File: config.mk
export PLATFORM = sky130hd
export DESIGN_NAME = request_unit
export DESIGN_NICKNAME = d
export VERILOG_FILES = /design/src/rtl/request_unit.sv
export SDC_FILE = /design/constraint.sdc
export NUM_CORES = 1
export LEC_CHECK = 0
export CORE_MARGIN = 4
export CORE_UTILIZATION = 25
export DETAILED_ROUTE_END_ITERATION = 6
export GPL_ROUTABILITY_DRIVEN = 0
export PLACE_DENSITY = 0.56
export SLEW_MARGIN = 0
export SYNTH_ARGS = -nofsm -noshare
export SYNTH_HDL_FRONTEND = slang
export SYNTH_SLANG_ARGS = --single-unit
File: constraint.sdc
create_clock -name CLK -period 2.27 [get_ports CLK]
set_input_delay 0.454 -clock CLK [delete_from_list [all_inputs] [get_ports CLK]]
set_output_delay 0.454 -clock CLK [all_outputs]
set_load 0.01 [all_outputs]
File: src/rtl/request_unit.sv
// Request unit: sequences instruction fetch, one optional data access and halt
// for a single-cycle-issue datapath, gating PC/register-file commit with pc_en.
module request_unit #(
  parameter int CNT_W     = 16,
  parameter bit ADDR_HOLD = 1'b1
) (
  input  logic             CLK,
  input  logic             nRST,
  input  logic             cu_iREN,
  input  logic             cu_dREN,
  input  logic             cu_dWEN,
  input  logic             cu_halt,
  input  logic             ihit,
  input  logic             dhit,
  input  logic [31:0]      alu_addr,
  output logic             imemREN,
  output logic             dmemREN,
  output logic             dmemWEN,
  output logic [31:0]      dmemaddr,
  output logic             pc_en,
  output logic             halt,
  output logic             req_err,
  output logic [CNT_W-1:0] stall_cnt
);

  typedef enum logic [1:0] {
    FETCH  = 2'd0,
    DATA   = 2'd1,
    HALTED = 2'd2
  } state_t;

  state_t      state;
  logic        dren_q;
  logic        dwen_q;
  logic [31:0] addr_q;
  logic        halt_q;
  logic        err_q;
  logic [CNT_W-1:0] cnt_q;

  logic data_req;
  logic fetch_commit;
  logic data_commit;

  assign data_req = cu_dREN | cu_dWEN;

  // A fetch commits only when it carries no follow-on data access or halt.
  assign fetch_commit = (state == FETCH) & ihit & ~cu_halt & ~data_req;
  assign data_commit  = (state == DATA) & dhit;

  // NOTE: the async reset also gates pc_en so no commit can leak out while
  // nRST is low, even though state already reads FETCH during reset.
  assign pc_en   = nRST & (fetch_commit | data_commit);
  assign imemREN = (state == FETCH) & cu_iREN;

  assign dmemREN   = dren_q;
  assign dmemWEN   = dwen_q;
  assign halt      = halt_q;
  assign req_err   = err_q;
  assign stall_cnt = cnt_q;
  assign dmemaddr  = ADDR_HOLD ? addr_q : alu_addr;

  // NOTE: all state uses non-blocking assignments so every flop samples the
  // pre-edge values; the async clear drops the data enables immediately.
  always_ff @(posedge CLK or negedge nRST) begin
    if (!nRST) begin
      state  <= FETCH;
      dren_q <= 1'b0;
      dwen_q <= 1'b0;
      addr_q <= '0;
      halt_q <= 1'b0;
      err_q  <= 1'b0;
      cnt_q  <= '0;
    end else begin
      unique case (state)
        FETCH: begin
          if (ihit) begin
            if (cu_halt) begin
              state  <= HALTED;
              halt_q <= 1'b1;
            end else if (data_req) begin
              state  <= DATA;
              // Write wins when both requests arrive together.
              dwen_q <= cu_dWEN;
              dren_q <= cu_dREN & ~cu_dWEN;
              if (ADDR_HOLD) addr_q <= alu_addr;
              if (cu_dREN && cu_dWEN) err_q <= 1'b1;
            end
          end
        end
        DATA: begin
          if (dhit) begin
            state  <= FETCH;
            dren_q <= 1'b0;
            dwen_q <= 1'b0;
            addr_q <= '0;
          end else if (cnt_q != {CNT_W{1'b1}}) begin
            cnt_q <= cnt_q + CNT_W'(1);
          end
        end
        HALTED: begin
          state <= HALTED;
        end
        default: begin
          state <= FETCH;
        end
      endcase
    end
  end

endmodule
==> results of run 1 <==
[critical path: cells and delay by family, from the launching register on]
kind	cells	cell delay (ns)
AND/OR/NAND/NOR	2	0.29
flip-flops	1	0.42
buffers and inverters	2	0.70
[flip-flops by register name (all words and copies together) (netlist names)]
name	cells
dmemREN	1
dmemWEN	1
stall_cnt	16
req_err	1
halt	1
dmemaddr	32
state	2
[per-stage QoR]
stage / util, % / std cells / TNS, ns
after global routing: 41.5 / 382 / 0
after detailed placement: 40.1 / 374 / -0.214
final: 41.5 / 382 / 0
after floorplan: - / 170 / 0
after CTS: 41.5 / 382 / 0
after global placement: 40.1 / 374 / -0.177
[synthesized netlist by cell type (all sizes together), types with 2 or more instances]
master	n	area, sq um
xnor2	10	87.6
nor3b	2	15.0
nand4	6	43.8
nand2b	2	12.5
xor2	3	26.3
nor4	3	25.0
nor2b	2	12.5
nand3	6	30.0
nor3	3	15.0
a22o	33	289
clkbuf	9	33.8
a31o	2	17.5
nand2	10	37.5
mux2	3	37.5
dfrtp	54	1350
nor2	6	22.5
and2	2	15.0
[final cells by class]
| cell class | count | share of cell area [%] |
|---|---|---|
| Sequential cell | 54 | 38.8 |
| Timing Repair Buffer | 109 | 30.7 |
| Clock inverter | 3 | 1.29 |
| Multi-Input combinational cell | 106 | 23.4 |
| Tap cell | 105 | 3.77 |
| Clock buffer | 5 | 1.98 |
[worst paths after layout]
| path | start | to | slack, ns | depth (start not counted) |
|---|---|---|---|---|
| worst max-delay path | state[0]$_DFFE_PN0P_ | imemREN | 0.12 | 4 |
| worst min-delay path | nRST | dmemaddr[13]$_DFFE_PN0P_ | 0.37 | 2 |
| worst max register to register | stall_cnt[0]$_DFFE_PN0P_ | stall_cnt[1]$_DFFE_PN0P_ | 0.25 | 5 |
| worst min register to register | req_err$_DFFE_PN0P_ | req_err$_DFFE_PN0P_ | 0.48 | 1 |
| max in group asynchronous | nRST | dmemREN$_DFFE_PN0P_ | 1.44 | 2 |
| min in group CLK | req_err$_DFFE_PN0P_ | req_err$_DFFE_PN0P_ | 0.48 | 1 |
[cells in the final DEF, fill, tap and decap left out, types with 3 or more instances in the layout]
| cell type | count |
|---|---|
| nand4_1 | 5 |
| xor2_1 | 3 |
| dfrtp_1 | 54 |
| clkbuf_8 | 5 |
| nand3_1 | 6 |
| a22o_1 | 33 |
| nor2_1 | 6 |
| clkdlybuf4s50_1 | 91 |
| nand2_1 | 10 |
| xnor2_1 | 10 |
| buf_4 | 14 |
[report_power, final]
group | internal (uW) | total [uW] | leakage (uW) | switching, uW
registers | 1250 | 1430 | 0.000698 | 179
clock network | 328 | 647 | 0.0000504 | 318
logic | 780 | 1180 | 0.000704 | 395
[cells by family (layout without fill, tap and decap cells)]
| logic type | count (synthesis) | in the layout |
|---|---|---|
| AOI/OAI and AO/OA | 41 | 41 |
| buffers and inverters | 10 | 117 |
| DFF | 54 | 54 |
| xor gates and xnor gates | 13 | 13 |
| and+or+nand+nor | 48 | 48 |
| muxes | 3 | 3 |
| adders and majority gates | 1 | 1 |
[per-layer routing]
| metal | part of all wire (%) | up-vias | wire (um) | track usage, % |
|---|---|---|---|---|
| met4 | 0.96 | 0 | 55 | 3.68 |
| met1 | 45 | 873 | 2600 | 15.9 |
| li1 | - | 842 | - | - |
| met5 | 0 | - | 0 | 0 |
| met2 | 47 | 56 | 2690 | 17.0 |
| met3 | 7.0 | 4 | 404 | 3.37 |
==> summary.md, run 1 <==
| Metric | Value |
|---|---|
| Status | complete, no violations |
| Synthesized area | 0.00220 sq mm |
| Vias in the first global route | 1826 |
| F_max | 0.465 GHz |
| GRT Residual Overflow | 0 |
| Setup CP Type | flop to primary output |
| Worst Path Max Fanout | 7 |
| Die area | 0.0104 sq mm |
| Routed Antenna Nets | 0 |
| Synthesized area per cell | 12.9 sq um |
| Initial DRC count | 55 |
| Unrepaired setup endpoints after global routing | false |
| Register area | 0.00135 sq mm |
| Slew headroom | 53.9% |
| Worst vdd ir | 0.000417 V |
| Ant. Diodes | 0 |
| Worst setup SP type | flop |
| Core Region | 0.00838 sq mm |
| Area after DPL | 0.00336 sq mm |
| Adder-cell share of the synthesized area | 0.569% |
| Maxcap violations | 0 |
| Fin nets | 317 |
| Post-synthesis sequential area ratio | 61.5% |
| Vias/cell | 4.65 |
| Worst slack, placed | -0.214 ns |
| Async SR Flop Fraction | 100% |
| Final Cell Area | 0.00348 sq mm |
| Detailed Route WL | 5750 um |
| CP max-delay cell | clkdlybuf4s50_1 |
| Largest family of logic cells by synthesized area | compound AO/OA/AOI/OAI gates |
| Largest net degree at the start of global routing | 55 |
| Port bufs | 93 |
| Crit-path max cell delay | 0.53 ns |
| Primary FF master, synth | dfrtp_1 |
| Area grow syn2layout | 58.4% |
| Layout cells sized above 1 | 13.7% |
| Die X | 102 um |
| Clock sinks | 54 |
| DR vias | 1775 |
| Endpoint class of the critical path | primary output |
| 1st-pass router iterations | 4 |
| Die extent in y | 102 um |
| Number of antenna violations at the first check in global routing | 0 |
| Drt drc | 0 |
| # H-tree levels | 2 |
| Pleak | 0.00145 uW |
| Clock period minus worst slack | 2.15 ns |
| Cells after Synth | 170 |
| Post-synthesis mux area share | 1.71% |
| Global Route Usage Sum | 11.4% |
| Power Total | 3250 uW |
| FF+latch count, synth | 54 |
| I/O pin cnt | 94 |
| Crit path required time | 1.82 ns |
| Row count | 33 |
| CTS tree | built |
| Crit share post-route | 94.8% |
| CP arrival | 1.70 ns |
| Multi-input gate area | 816 sq um |
| Yosys synthesis warning count | 0 |
| CTS Hold Bufs | 0 |
| Post-CTS Resized | 2 |
| Postcts setup bufs | 0 |
| Fillers | 823 |
| HP Class | input pin to asynchronous set/reset pin |
| Post-DP HPWL | 4190 um |
| PD cells | 935 mW/mm^2 |
| Reg clk slew, reported paths | 0.10 ns |
| Xor-xnor portion of the synthesized cell area | 5.18% |
| First-pass GRT wire length | 9260 um |
| CTS Buffer Depth | 2 |
| Synthesized Nets | 211 |
| Clk_lat worst skew | 0.30 ns |
| CTS buffer count | 5 |
| Setup slack after layout | 0.118 ns |
| Number of synthesized flops with an enable pin | 0 |
| Final Slew Violations | 0 |
| Slew @ Worst Pin | 0.692 ns |
| Simple-gate portion of the synthesized area | 12.9% |
| Min Hold Slack | 0.369 ns |
| Yosys cell types | 35 |
| Final setup violating endpoints | 0 |
| Starting Density | 26.2% |
| Fin Clk Skew | 0.00301 ns |
| Clock root cell | clkbuf_8 |
| Final Hold Fails | 0 |
| Cell Chain, Critical Path | buf_4 > nor2_1 > and2_1 > clkdlybuf4s50_1 |
| WL/cell | 15.1 um |
| Post-synthesis compound-gate area fraction | 16.1% |
(Power assumes the default switching activity.)
==> run 2, diff against run 1 <==
--- a/config.mk
+++ b/config.mk
@@ -5,7 +5,6 @@
 export SDC_FILE = /design/constraint.sdc
 export NUM_CORES = 1
 export LEC_CHECK = 0
-export CORE_MARGIN = 4
 export CORE_UTILIZATION = 25
 export DETAILED_ROUTE_END_ITERATION = 6
 export GPL_ROUTABILITY_DRIVEN = 0
==> run 2 against run 1 <==
Net effect: power down 0.47%; cell count down 0.79%; combinational power about the same; sequential cell count unchanged; sequential power about the same; critical path type unchanged; highest routed layer unchanged.
==> summary.md, run 2 (synthesized netlist as in run 1, its figures left out) <==
| Metric | Value |
|---|---|
| Status | complete, no violations |
| Crit-path max cell delay | 0.52 ns (about the same) |
| Endpoint class of the critical path | primary output |
| Routed Antenna Nets | 0 (unchanged) |
| Worst setup endpoint | imemREN |
| Slew @ Worst Pin | 0.689 ns (-0.00249 ns) |
| Max reg flops | 32 (unchanged) |
| Core Region | 0.00838 sq mm (unchanged) |
| Maxcap violations | 0 (unchanged) |
| HP Class | input pin to asynchronous set/reset pin |
| Setup slack after layout | 0.121 ns (+0.00223 ns) |
| Vias/cell | 4.52 (-2.8%) |
| Area grow syn2layout | 57.4% |
| Placed insts | 371 (-0.80%) |
| Row count | 33 (unchanged) |
| 1st-pass router iterations | 4 (unchanged) |
| Largest net degree at the start of global routing | 55 (unchanged) |
| Reg2reg end | stall_cnt[1]$_DFFE_PN0P_ |
| Pleak | 0.00144 uW (-1.1%) |
| First-pass GRT wire length | 8560 um (-7.5%) |
| F_max | 0.465 GHz (+0.10%) |
| Postcts setup bufs | 0 (unchanged) |
| Worst vdd ir | 0.000437 V (+4.9%) |
| Post-route core utilization | 41.3% (-0.27 points) |
| Final Slew Violations | 0 (unchanged) |
| Fin Clk Skew | 0.00566 ns (+0.00265 ns) |
| Register-to-register setup slack | 0.27 ns (+0.02 ns) |
| Most frequent cells in the layout | 91 x clkdlybuf4s50_1, 54 x dfrtp_1, 33 x a22o_1 |
| Clock period minus worst slack | 2.15 ns (-0.00223 ns) |
| Setup TNS Final | 0 ns (unchanged) |
| Worst Path Max Fanout | 7 (unchanged) |
| Vias in the first global route | 1640 (-10%) |
| Detailed Route WL | 5450 um (-5.2%) |
| Power Total | 3240 uW (-0.47%) |
| I/O pin cnt | 94 (unchanged) |
| Ant. Diodes | 0 (unchanged) |
| Die extent in y | 95.8 um (-5.9%) |
| Port bufs | 93 (unchanged) |
| Cell Chain, Critical Path | buf_4 > nor2_1 > and2_1 > clkdlybuf4s50_1 |
| Crit share post-route | 94.7% (-0.098 points) |
| Worst r2r src | stall_cnt[0]$_DFFE_PN0P_ |
| DR vias | 1712 (-3.5%) |
| Reg2Reg Depth | 5 (unchanged) |
| Clock sinks | 54 (unchanged) |
| Drt drc | 0 (unchanged) |
| Die X | 95.8 um (-5.9%) |
| Fin nets | 314 (-0.95%) |
| Layout cells sized above 1 | 12.8% (-0.94 points) |
| Unrepaired setup endpoints after global routing | false |
| Starting Density | 26.2% (unchanged) |
| CP arrival | 1.70 ns (about the same) |
| Slew headroom | 54.0% (+0.17 points) |
| WL/cell | 14.4 um (-4.5%) |
| DR top layer | met4 |
| Met1 Wirelength | 2570 um (-1.3%) |
| Initial DRC count | 120 (+120%) |
| CP max-delay cell | clkdlybuf4s50_1 |
| CTS buffer count | 5 (unchanged) |
| Most common cell after layout, fill and taps aside | clkdlybuf4s50_1 |
| Final Non-Filler Cells | 379 (-0.79%) |
| # H-tree levels | 2 (unchanged) |
| CTS Buffer Depth | 2 (unchanged) |
| Clock root cell | clkbuf_8 |
| Final setup violating endpoints | 0 (unchanged) |
| Launch point of the worst path | state[0]$_DFFE_PN0P_ |
| Reg clk slew, reported paths | 0.10 ns (about the same) |
| Post-DP HPWL | 3820 um (-8.8%) |
| Setup CP Type | flop to primary output |
| CTS tree | built |
| CTS Hold Bufs | 0 (unchanged) |
| Global Route Usage Sum | 12.2% (+0.80 points) |
| Worst setup SP type | flop |
| PD cells | 936 mW/mm^2 (+0.17%) |
| Crit path required time | 1.82 ns (about the same) |
| GRT Residual Overflow | 0 (unchanged) |
| Number of antenna violations at the first check in global routing | 0 (unchanged) |
| Worst slack, placed | -0.223 ns (-0.00938 ns) |
| Met2 wire len | 2510 um (-6.6%) |
| Met3 WL post-DR | 316 um (-22%) |
| Clk_lat worst skew | 0.30 ns (about the same) |
| Die area | 0.00917 sq mm (-11%) |
| Final Hold Fails | 0 (unchanged) |
## run 2: worst max-delay path, delay by kind of cell, from the launching register on
family | cells | cell delay [ns]
buffers and inverters | 2 | 0.69
and+or+nand+nor | 2 | 0.28
DFF | 1 | 0.42
## run 2: worst min path at each step
stage | end | depth (start not counted) | start
after floorplan | dmemREN$_DFFE_PN0P_ | 0 | nRST
after global placement | halt$_DFFE_PN0P_ | 1 | halt$_DFFE_PN0P_
after detailed placement | req_err$_DFFE_PN0P_ | 1 | req_err$_DFFE_PN0P_
after CTS | stall_cnt[10]$_DFFE_PN0P_ | 2 | nRST
after global routing | stall_cnt[10]$_DFFE_PN0P_ | 2 | nRST
final | stall_cnt[10]$_DFFE_PN0P_ | 2 | nRST
## run 2: power breakdown
| group | switching [uW] | internal (uW) | total, uW |
|---|---|---|---|
| Clock | 321 | 328 | 649 |
| Combinational | 383 | 779 | 1160 |
| Sequential | 175 | 1250 | 1430 |
| Total | 878 | 2360 | 3240 |
## run 2: layout make-up
type	instances	area [sq um]
fill	795	4920
sequential	54	1350
timing repair buffer	106	1050
multi-input combinational	106	816
tap	105	131
clock buffer	5	68.8
clock inverter	3	45.0
## run 2: layer usage
layer,vias up,global-route usage (%)
li1,833,-
met1,822,17.2
met2,53,18.5
met3,4,2.76
met4,0,4.10
met5,-,0
## run 2: per-stage QoR
step                      instance area (sq um)  hold slack (ns)
after floorplan                            2200            0.158
after global placement                     3340            0.455
after detailed placement                   3340            0.464
after CTS                                  3460            0.354
after global routing                       3460            0.376
final                                      3460            0.306
## run 2: timing repair
item                                    CTS  global route
endpoints found under the setup margin    1             0
gates resized for setup                   2             0
hold endpoints to repair                  0             0
